==> config.mk <==
export PLATFORM = sky130hd
export DESIGN_NAME = key_process_multi_flat
export DESIGN_NICKNAME = d
export VERILOG_FILES = /design/src/rtl/key_process_multi_if.sv /design/src/rtl/key_process_multi.sv /design/src/flat_wrapper.sv
export SDC_FILE = /design/constraint.sdc
export NUM_CORES = 1
export LEC_CHECK = 0
export ABC_AREA = 1
export CORE_MARGIN = 2
export CORE_UTILIZATION = 45
export CTS_BUF_LIST = sky130_fd_sc_hd__clkbuf_16
export CTS_CLUSTER_SIZE = 12
export DETAILED_ROUTE_END_ITERATION = 6
export GPL_TIMING_DRIVEN = 0
export PLACE_DENSITY = 0.62
export SLEW_MARGIN = 40
export SYNTH_ARGS = -nofsm -noshare
export SYNTH_HDL_FRONTEND = slang
export SYNTH_SLANG_ARGS = --single-unit
==> constraint.sdc <==
create_clock -name clk -period 3.5 [get_ports clk]
set_input_delay 0.7 -clock clk [delete_from_list [all_inputs] [get_ports clk]]
set_output_delay 0.7 -clock clk [all_outputs]
set_load 0.02 [all_outputs]
==> src/rtl/key_process_multi_if.sv <==
// Key-pin bundle between the board pins and the multi-channel key processor.
// The master side drives the raw pins; the slave side returns levels and event pulses.
interface key_process_multi_if #(
  parameter int unsigned CHANNELS = 4
);
  logic [CHANNELS-1:0] btn_in;
  logic [CHANNELS-1:0] btn_level_out;
  logic [CHANNELS-1:0] press_out;
  logic [CHANNELS-1:0] release_out;
  logic [CHANNELS-1:0] long_out;
  logic [CHANNELS-1:0] repeat_out;

  modport master (
    output btn_in,
    input  btn_level_out, press_out, release_out, long_out, repeat_out
  );

  modport slave (
    input  btn_in,
    output btn_level_out, press_out, release_out, long_out, repeat_out
  );
endinterface

==> src/rtl/key_process_multi.sv <==
// Multi-channel key debouncer: shared 1 ms tick, per-channel debounce FSM with
// press/release, long-press and auto-repeat pulses plus a clean level.
module key_process_multi #(
  parameter int unsigned CHANNELS     = 4,
  parameter int unsigned FREQUENCY_IN = 100000,
  parameter int unsigned DEBOUNCE_MS  = 12,
  parameter int unsigned LONG_MS      = 1000,
  parameter int unsigned REPEAT_MS    = 200,
  parameter bit          ACTIVE_LOW   = 1'b1,
  parameter bit          REPEAT_EN    = 1'b1
) (
  input logic                  clk,
  input logic                  rst,
  key_process_multi_if.slave   key_if
);

  localparam int unsigned            PRE_W    = (FREQUENCY_IN > 1) ? $clog2(FREQUENCY_IN) : 1;
  localparam logic [PRE_W-1:0]       PRE_LAST = PRE_W'(FREQUENCY_IN - 1);
  localparam logic [15:0]            DEB_T    = 16'(DEBOUNCE_MS);
  localparam logic [15:0]            LONG_T   = 16'(LONG_MS);
  localparam logic [15:0]            REP_T    = 16'(REPEAT_MS);
  localparam logic [15:0]            CNT_MAX  = 16'hFFFF;
  localparam logic [CHANNELS-1:0]    IDLE_PIN = {CHANNELS{ACTIVE_LOW}};

  typedef enum logic [2:0] {
    IDLE,
    CHK_P,
    ACTIVE,
    HOLD,
    CHK_R
  } state_e;

  // Input conditioning: two-flop synchronizer, then normalise to 1 = pressed.
  logic [CHANNELS-1:0] sync1_q, sync2_q, act;

  // NOTE: sequential state is written only with non-blocking assignments so every
  // flop samples the pre-edge value regardless of process evaluation order.
  always_ff @(posedge clk or negedge rst) begin
    if (!rst) begin
      sync1_q <= IDLE_PIN;
      sync2_q <= IDLE_PIN;
    end else begin
      sync1_q <= key_if.btn_in;
      sync2_q <= sync1_q;
    end
  end

  assign act = ACTIVE_LOW ? ~sync2_q : sync2_q;

  // Shared free-running prescaler; tick marks the last cycle of each millisecond.
  logic [PRE_W-1:0] pre_q, pre_d;
  logic             tick;

  assign tick  = (pre_q == PRE_LAST);
  assign pre_d = tick ? '0 : pre_q + 1'b1;

  always_ff @(posedge clk or negedge rst) begin
    if (!rst) pre_q <= '0;
    else      pre_q <= pre_d;
  end

  state_e              state_q [CHANNELS];
  state_e              state_d [CHANNELS];
  logic [15:0]         cnt_q   [CHANNELS];
  logic [15:0]         cnt_d   [CHANNELS];
  logic [CHANNELS-1:0] held_q, held_d;
  logic [CHANNELS-1:0] level_q, level_d;
  logic [CHANNELS-1:0] press_q, press_d;
  logic [CHANNELS-1:0] release_q, release_d;
  logic [CHANNELS-1:0] long_q, long_d;
  logic [CHANNELS-1:0] rep_q, rep_d;
  logic [CHANNELS-1:0] clr;

  // NOTE: every variable gets a default before the case so no path leaves one
  // unassigned, which would otherwise infer a latch.
  always_comb begin
    state_d   = state_q;
    cnt_d     = cnt_q;
    held_d    = held_q;
    level_d   = level_q;
    press_d   = '0;
    release_d = '0;
    long_d    = '0;
    rep_d     = '0;
    clr       = '0;

    for (int ch = 0; ch < CHANNELS; ch++) begin
      case (state_q[ch])
        IDLE: begin
          if (act[ch]) begin
            clr[ch]     = 1'b1;
            state_d[ch] = CHK_P;
          end
        end
        CHK_P: begin
          if (cnt_q[ch] == DEB_T) begin
            if (act[ch]) begin
              press_d[ch] = 1'b1;
              level_d[ch] = 1'b1;
              held_d[ch]  = 1'b0;
              clr[ch]     = 1'b1;
              state_d[ch] = ACTIVE;
            end else begin
              state_d[ch] = IDLE;
            end
          end
        end
        ACTIVE: begin
          if (!act[ch]) begin
            clr[ch]     = 1'b1;
            state_d[ch] = CHK_R;
          end else if (cnt_q[ch] == LONG_T) begin
            long_d[ch]  = 1'b1;
            held_d[ch]  = 1'b1;
            clr[ch]     = 1'b1;
            state_d[ch] = HOLD;
          end
        end
        HOLD: begin
          if (!act[ch]) begin
            clr[ch]     = 1'b1;
            state_d[ch] = CHK_R;
          end else if (REPEAT_EN && (cnt_q[ch] == REP_T)) begin
            rep_d[ch] = 1'b1;
            clr[ch]   = 1'b1;
          end
        end
        CHK_R: begin
          if (cnt_q[ch] == DEB_T) begin
            if (!act[ch]) begin
              release_d[ch] = 1'b1;
              level_d[ch]   = 1'b0;
              state_d[ch]   = IDLE;
            end else begin
              // Release glitch: resume holding with long/repeat timing restarted.
              clr[ch]     = 1'b1;
              state_d[ch] = held_q[ch] ? HOLD : ACTIVE;
            end
          end
        end
        default: state_d[ch] = IDLE;
      endcase

      // Clear wins over tick; saturation keeps thresholds from retriggering.
      if (clr[ch])                            cnt_d[ch] = '0;
      else if (tick && (cnt_q[ch] != CNT_MAX)) cnt_d[ch] = cnt_q[ch] + 16'd1;
    end
  end

  // NOTE: the per-channel state and counter arrays are control state, not bulk
  // storage, so they are reset along with everything else.
  always_ff @(posedge clk or negedge rst) begin
    if (!rst) begin
      for (int ch = 0; ch < CHANNELS; ch++) begin
        state_q[ch] <= IDLE;
        cnt_q[ch]   <= '0;
      end
      held_q    <= '0;
      level_q   <= '0;
      press_q   <= '0;
      release_q <= '0;
      long_q    <= '0;
      rep_q     <= '0;
    end else begin
      state_q   <= state_d;
      cnt_q     <= cnt_d;
      held_q    <= held_d;
      level_q   <= level_d;
      press_q   <= press_d;
      release_q <= release_d;
      long_q    <= long_d;
      rep_q     <= rep_d;
    end
  end

  assign key_if.btn_level_out = level_q;
  assign key_if.press_out     = press_q;
  assign key_if.release_out   = release_q;
  assign key_if.long_out      = long_q;
  assign key_if.repeat_out    = rep_q;

endmodule

==> src/flat_wrapper.sv <==
// flat-port wrapper written by rule: the top's interface ports become plain ports
module key_process_multi_flat 
#(
  parameter int unsigned CHANNELS     = 4,
  parameter int unsigned FREQUENCY_IN = 100000,
  parameter int unsigned DEBOUNCE_MS  = 12,
  parameter int unsigned LONG_MS      = 1000,
  parameter int unsigned REPEAT_MS    = 200,
  parameter bit          ACTIVE_LOW   = 1'b1,
  parameter bit          REPEAT_EN    = 1'b1
)
  (clk, rst, key_if_btn_in, key_if_btn_level_out, key_if_press_out, key_if_release_out, key_if_long_out, key_if_repeat_out);
  key_process_multi_if #(.CHANNELS(CHANNELS)) key_if_i ();
  input logic clk;
  input logic rst;
  input wire logic [$bits(key_if_i.btn_in)-1:0] key_if_btn_in;
  output wire logic [$bits(key_if_i.btn_level_out)-1:0] key_if_btn_level_out;
  output wire logic [$bits(key_if_i.press_out)-1:0] key_if_press_out;
  output wire logic [$bits(key_if_i.release_out)-1:0] key_if_release_out;
  output wire logic [$bits(key_if_i.long_out)-1:0] key_if_long_out;
  output wire logic [$bits(key_if_i.repeat_out)-1:0] key_if_repeat_out;
  assign key_if_i.btn_in = key_if_btn_in;
  assign key_if_btn_level_out = key_if_i.btn_level_out;
  assign key_if_press_out = key_if_i.press_out;
  assign key_if_release_out = key_if_i.release_out;
  assign key_if_long_out = key_if_i.long_out;
  assign key_if_repeat_out = key_if_i.repeat_out;
  key_process_multi #(.CHANNELS(CHANNELS), .FREQUENCY_IN(FREQUENCY_IN), .DEBOUNCE_MS(DEBOUNCE_MS), .LONG_MS(LONG_MS), .REPEAT_MS(REPEAT_MS), .ACTIVE_LOW(ACTIVE_LOW), .REPEAT_EN(REPEAT_EN)) u_core (.clk(clk), .rst(rst), .key_if(key_if_i));
endmodule
* After elaboration in Yosys (flattened, before gate mapping)
Cells that the tools add are included.
** Operators by class
- Reductions and logical operators :: 36
- Bitwise gates (word level) :: 1
- Equality and inequality tests :: 69
- Mux-type cells :: 149
- Add/subtract/negate cells :: 5
** Operator list (count)
- 16-bit two-way mux :: 8
- 1-bit two-way mux :: 92
- 3-bit two-way mux :: 28
- 16-bit by 1-bit adder with 16-bit output (second input constant) :: 4
- 16-bit by 10-bit equality test with 1-bit output (second input constant) :: 4
- 16-bit by 4-bit equality test with 1-bit output (second input constant) :: 4
- 16-bit by 8-bit equality test with 1-bit output (second input constant) :: 4
- 16-bit inequality test (second input constant) :: 4
- 3-bit case mux with 5 select lines :: 4
- 5-bit AND reduction :: 12
- 2-bit by 1-bit inequality test with 1-bit output (second input constant) :: 24
- 3-bit by 2-bit equality test with 1-bit output (second input constant) :: 8
- 2-bit nonzero test :: 12
- 17-bit by 1-bit adder with 17-bit output (second input constant) :: 1
- 17-bit equality test (second input constant) :: 1
- 17-bit two-way mux :: 1
- 2-bit inequality test (second input constant) :: 8
- 1-bit case mux with 2 select lines :: 8
- 1-bit case mux with 4 select lines :: 4
- 3-bit by 1-bit equality test with 1-bit output (second input constant) :: 4
- 3-bit equality test (second input constant) :: 4
- 3-bit zero test :: 4
- 3-bit inequality test (second input constant) :: 4
- 2-bit two-way mux :: 4
- other kinds (3) :: 9
** Word-level totals
- Input port bits :: 6
- Flip-flop bits (word level) :: 125
- Output and inout port bits :: 20

* Depth between registers and ports, before layout
- Depth in word-level cells :: 5
- Mapped depth :: 13

* Worst setup path after synthesis
No wires, ideal clock.
- Path type :: reg2reg
- From :: reg u_core.pre_q[0]
- To :: reg u_core.cnt_q[23] (netlist name)
- Required time :: 3.370 ns
- Setup time :: 0.130 ns
- Data arrival time :: 1.593 ns
- Cell stages (with the launch flop) :: 11
- Period minus slack after synthesis :: 1.724 ns
- Setup slack :: 1.776 ns
- Buffers on the path :: 1
- Path through :: dfrtp_1 -> ha_1 -> nand2_1 -> nor2_4 -> nand2_2 -> nor2_8 -> nand2_1 -> buf_2 -> nor2_2 -> xor2_1 -> nor2_1
** Between the ends
- Cells in the longest elaborated chain, start to end :: 3
** RTL lines
- start: declaration :: RTL line key_process_multi.sv:51 : logic [PRE_W-1:0] pre_q, pre_d;
- start signal: assignment :: RTL line key_process_multi.sv:59 : else pre_q <= pre_d;
- 17-bit equality test :: RTL line key_process_multi.sv:54 : assign tick = (pre_q == PRE_LAST);
- 1-bit logical AND :: RTL line key_process_multi.sv:146 : else if (tick && (cnt_q[ch] != CNT_MAX)) cnt_d[ch] = cnt_q[ch] + 16'd1;
- 2-bit nonzero test (no line)
- end signal: assignment :: RTL line key_process_multi.sv:166 : cnt_q <= cnt_d;
- end: declaration :: RTL line key_process_multi.sv:64 : logic [15:0] cnt_q [CHANNELS];
No other way between the ends.
A chain may end at the register's enable or synchronous reset.

* Worst setup path in the final report
- From :: reg u_core.level_q[1], in the netlist u_core.key_if.btn_level_out[1]
- To :: out key_if_btn_level_out[1]
** RTL lines
- start: declaration :: RTL line key_process_multi.sv:67 : logic [CHANNELS-1:0] level_q, level_d;
- start signal: assignment :: RTL line key_process_multi.sv:168 : level_q <= level_d;
- end: declaration :: RTL line flat_wrapper.sv:17 : output wire logic [$bits(key_if_i.btn_level_out)-1:0] key_if_btn_level_out;
No word-level cell between the ends.

==> impl_metrics.yaml <==
status:
  status: "complete, no violations"
global_routing:
  grt_max_degree: 67
  antenna_found_initial: 0
  first_global_vias: 6201
  grt_pass1_wl_um: 28500
  track_usage_pct: 19.5
  grt_overflow: 0
setup_path:
  path_cells: "clkdlybuf4s50_1"
  cp-startpoint: "u_core.key_if.btn_level_out[1]"
  slowest_stage: "clkdlybuf4s50_1"
  r2r-start: "u_core.cnt_q[32]"
  endpoint_kind: "output port"
  crit_path_start_kind: "flip-flop"
  crit_type: "reg2out"
  timing.critical_path.buf_inv: 1
  worst-path-max-fanout: 2
  worstPathRequired_ns: 2.80
  cpLargestDelayFamily: "buffers and inverters"
  arrival_ns: 1.40
  slowest_delay_ns: 0.61
clocking:
  clkSinkCount: 125
  cts_tree: "done"
  cts_root_buf: "clkbuf_16"
  clock_latency_ns: 0.43
  htreeDepth: 4
  cts_buffer_depth: 2
  cts_setup_buffers: 0
  numCtsBuffers: 17
  ctsResizeCount: 0
  clkTransAtPathRegs_ns: 0.06
  ctsHoldBuffers: 0
synthesis:
  synth_edf_count: 0
  yosys_warnings: 0
  netlist_area_um2: 7470
  synthFlopType: "dfrtp_1"
  async_reset_ff_share_pct: 100
  postSynthCellCount: 1098
  synth_nets: 1113
  ys_seq_area_share_pct: 42.0
  synth-seq-cells: 125
  avgSynthCellArea_um2: 6.80
  synth_cell_types: 35
layout:
  area_delta_synth_final_pct: 16.2
  layout.nets: 1158
  stdcell_count: 1376
  regArea_um2: 3140
  final_common_cell: "nand2_1"
  final_area_um2: 8680
  drive_above_1_share_pct: 6.31
  layout_common_cells: "nand2_1 (316), nor2_1 (208), inv_1 (154)"
  antenna_cells: 0
  multiInputGateArea_um2: 3640
  num-fill-cells: 1622
sta:
  worstMarginPinSlew_ns: 0.540
  slew_headroom_pct: 63.9
  finalMaxSlewViolations: 0
  fin_crit_ns: 2.10
  setup_viol: 0
  fmax_ghz: 0.477
  skew_ns: 0.0140
  period_share_pct: 59.9
  whs_ns: 0.227
  rsz0062_at_grt: "false"
  final_hold_viol_count: 0
detailed_routing:
  vias: 6784
  final_antenna_net_count: 0
  drt_iter0_drc: 414
  drc: 0
  post_drt_via_cell_ratio: 4.93
  drtPass1Iterations: 5
  wl_um: 16000
  post_drt_wl_per_cell_um: 11.6
place:
  globalplace.congestion: 0.914
  dp_hpwl_um: 11600
  place_inst: 1344
  dpl_cell_area_um2: 8030
  port_buffers: 25
floorplanning:
  die_y_um: 133
  io-pin-count: 26
  num_rows: 47
  dieArea_um2: 17600
  dieWidth_um: 133
  start_util_pct: 45.5
  core_area_um2: 16400
pwr:
  peakVddDrop_uv: 343
  leakagePower_nw: 4.33
  p_per_area_nw_per_um2: 400
job:
  cap_viol_max_count: 0
min_path:
  hold_path.class: "in2async"
[final timing paths]
path,end,slack (ns),cells after the start
worst max-delay path,key_if_btn_level_out[1],1.40,1
worst min-delay path,u_core.cnt_q[0],0.23,1
worst max register to register,u_core.cnt_q[40],1.48,10
worst min register to register,u_core.sync2_q[2],0.35,0
max in group asynchronous,u_core.sync1_q[1],2.59,2
min in group clk,u_core.sync2_q[2],0.35,0
[area by class of cell]
type | instances | area share (%)
inverter | 155 | 6.73
clock inverter | 15 | 2.62
multi-input combinational | 800 | 41.9
buffer | 18 | 1.23
clock buffer | 17 | 4.90
sequential | 125 | 36.2
timing repair buffer | 26 | 3.26
tap | 220 | 3.17
[report_power, final]
part	internal [mW]	total, mW	leakage (nW)	switching [mW]
Clock	1.32	1.97	0.318	0.646
Combinational	0.0126	0.0507	2.33	0.0381
Sequential	1.45	1.46	1.68	0.00317
[logic make-up (layout without fill, tap and decap cells)]
logic type      count (synthesis)  in the layout  share of synthesized area, %
compound gates                 70             70                          5.09
xor+xnor                       16             16                          1.88
fa+ha+maj                       9              9                          1.51
buf+inv                       173            231                          9.25
flops                         125            125                          42.0
simple gates                  705            705                          40.2
[through the flow]
step           utilization, %  setup slack, ns  power, mW  setup TNS [ns]
3_5_place_dp             48.9             1.48       1.54               0
2_1_floorplan               -             1.78       1.49               0
6_report                 52.9             1.40       3.47               0
3_3_place_gp             48.7            -3.36       1.53         -405.05
4_1_cts                  52.9             1.40       3.52               0
5_1_grt                  52.9             1.25       3.59               0
[cells in the mapped netlist (3+ instances only)]
| library cell | instances | area share, % |
|---|---|---|
| nand2_1 | 316 | 16 |
| o21ai_0 | 28 | 1.9 |
| nor2_4 | 3 | 0.45 |
| nand2_2 | 3 | 0.25 |
| a21oi_1 | 28 | 1.9 |
| nor2_1 | 208 | 10 |
| ha_1 | 9 | 1.5 |
| o31ai_1 | 4 | 0.40 |
| dfrtp_1 | 117 | 39 |
| o21bai_1 | 6 | 0.60 |
| dfstp_2 | 8 | 2.8 |
| nand4_1 | 32 | 2.7 |
| nor3_1 | 22 | 1.5 |
| inv_1 | 152 | 7.6 |
| buf_4 | 3 | 0.30 |
| clkbuf_1 | 3 | 0.15 |
| nand3b_1 | 3 | 0.30 |
| xor2_1 | 12 | 1.4 |
| nand3_1 | 100 | 6.7 |
| nor2_2 | 8 | 0.67 |
| xnor2_1 | 4 | 0.47 |
| buf_2 | 10 | 0.67 |
[metal layers]
layer  track usage [%]  wire length, um
met2              31.8             7430
met4              5.56              192
met1              26.1             7780
met5                 0                0
met3              4.41              566
[flip-flops by register name (all words and copies together) (netlist names)]
register                     flops
u_core.state_q                  12
u_core.key_if.btn_level_out      4
u_core.pre_q                    17
u_core.sync2_q                   4
u_core.key_if.long_out           4
u_core.key_if.release_out        4
u_core.key_if.press_out          4
u_core.key_if.repeat_out         4
u_core.sync1_q                   4
u_core.cnt_q                    64
u_core.held_q                    4
Power figures use the tool's default switching activity.
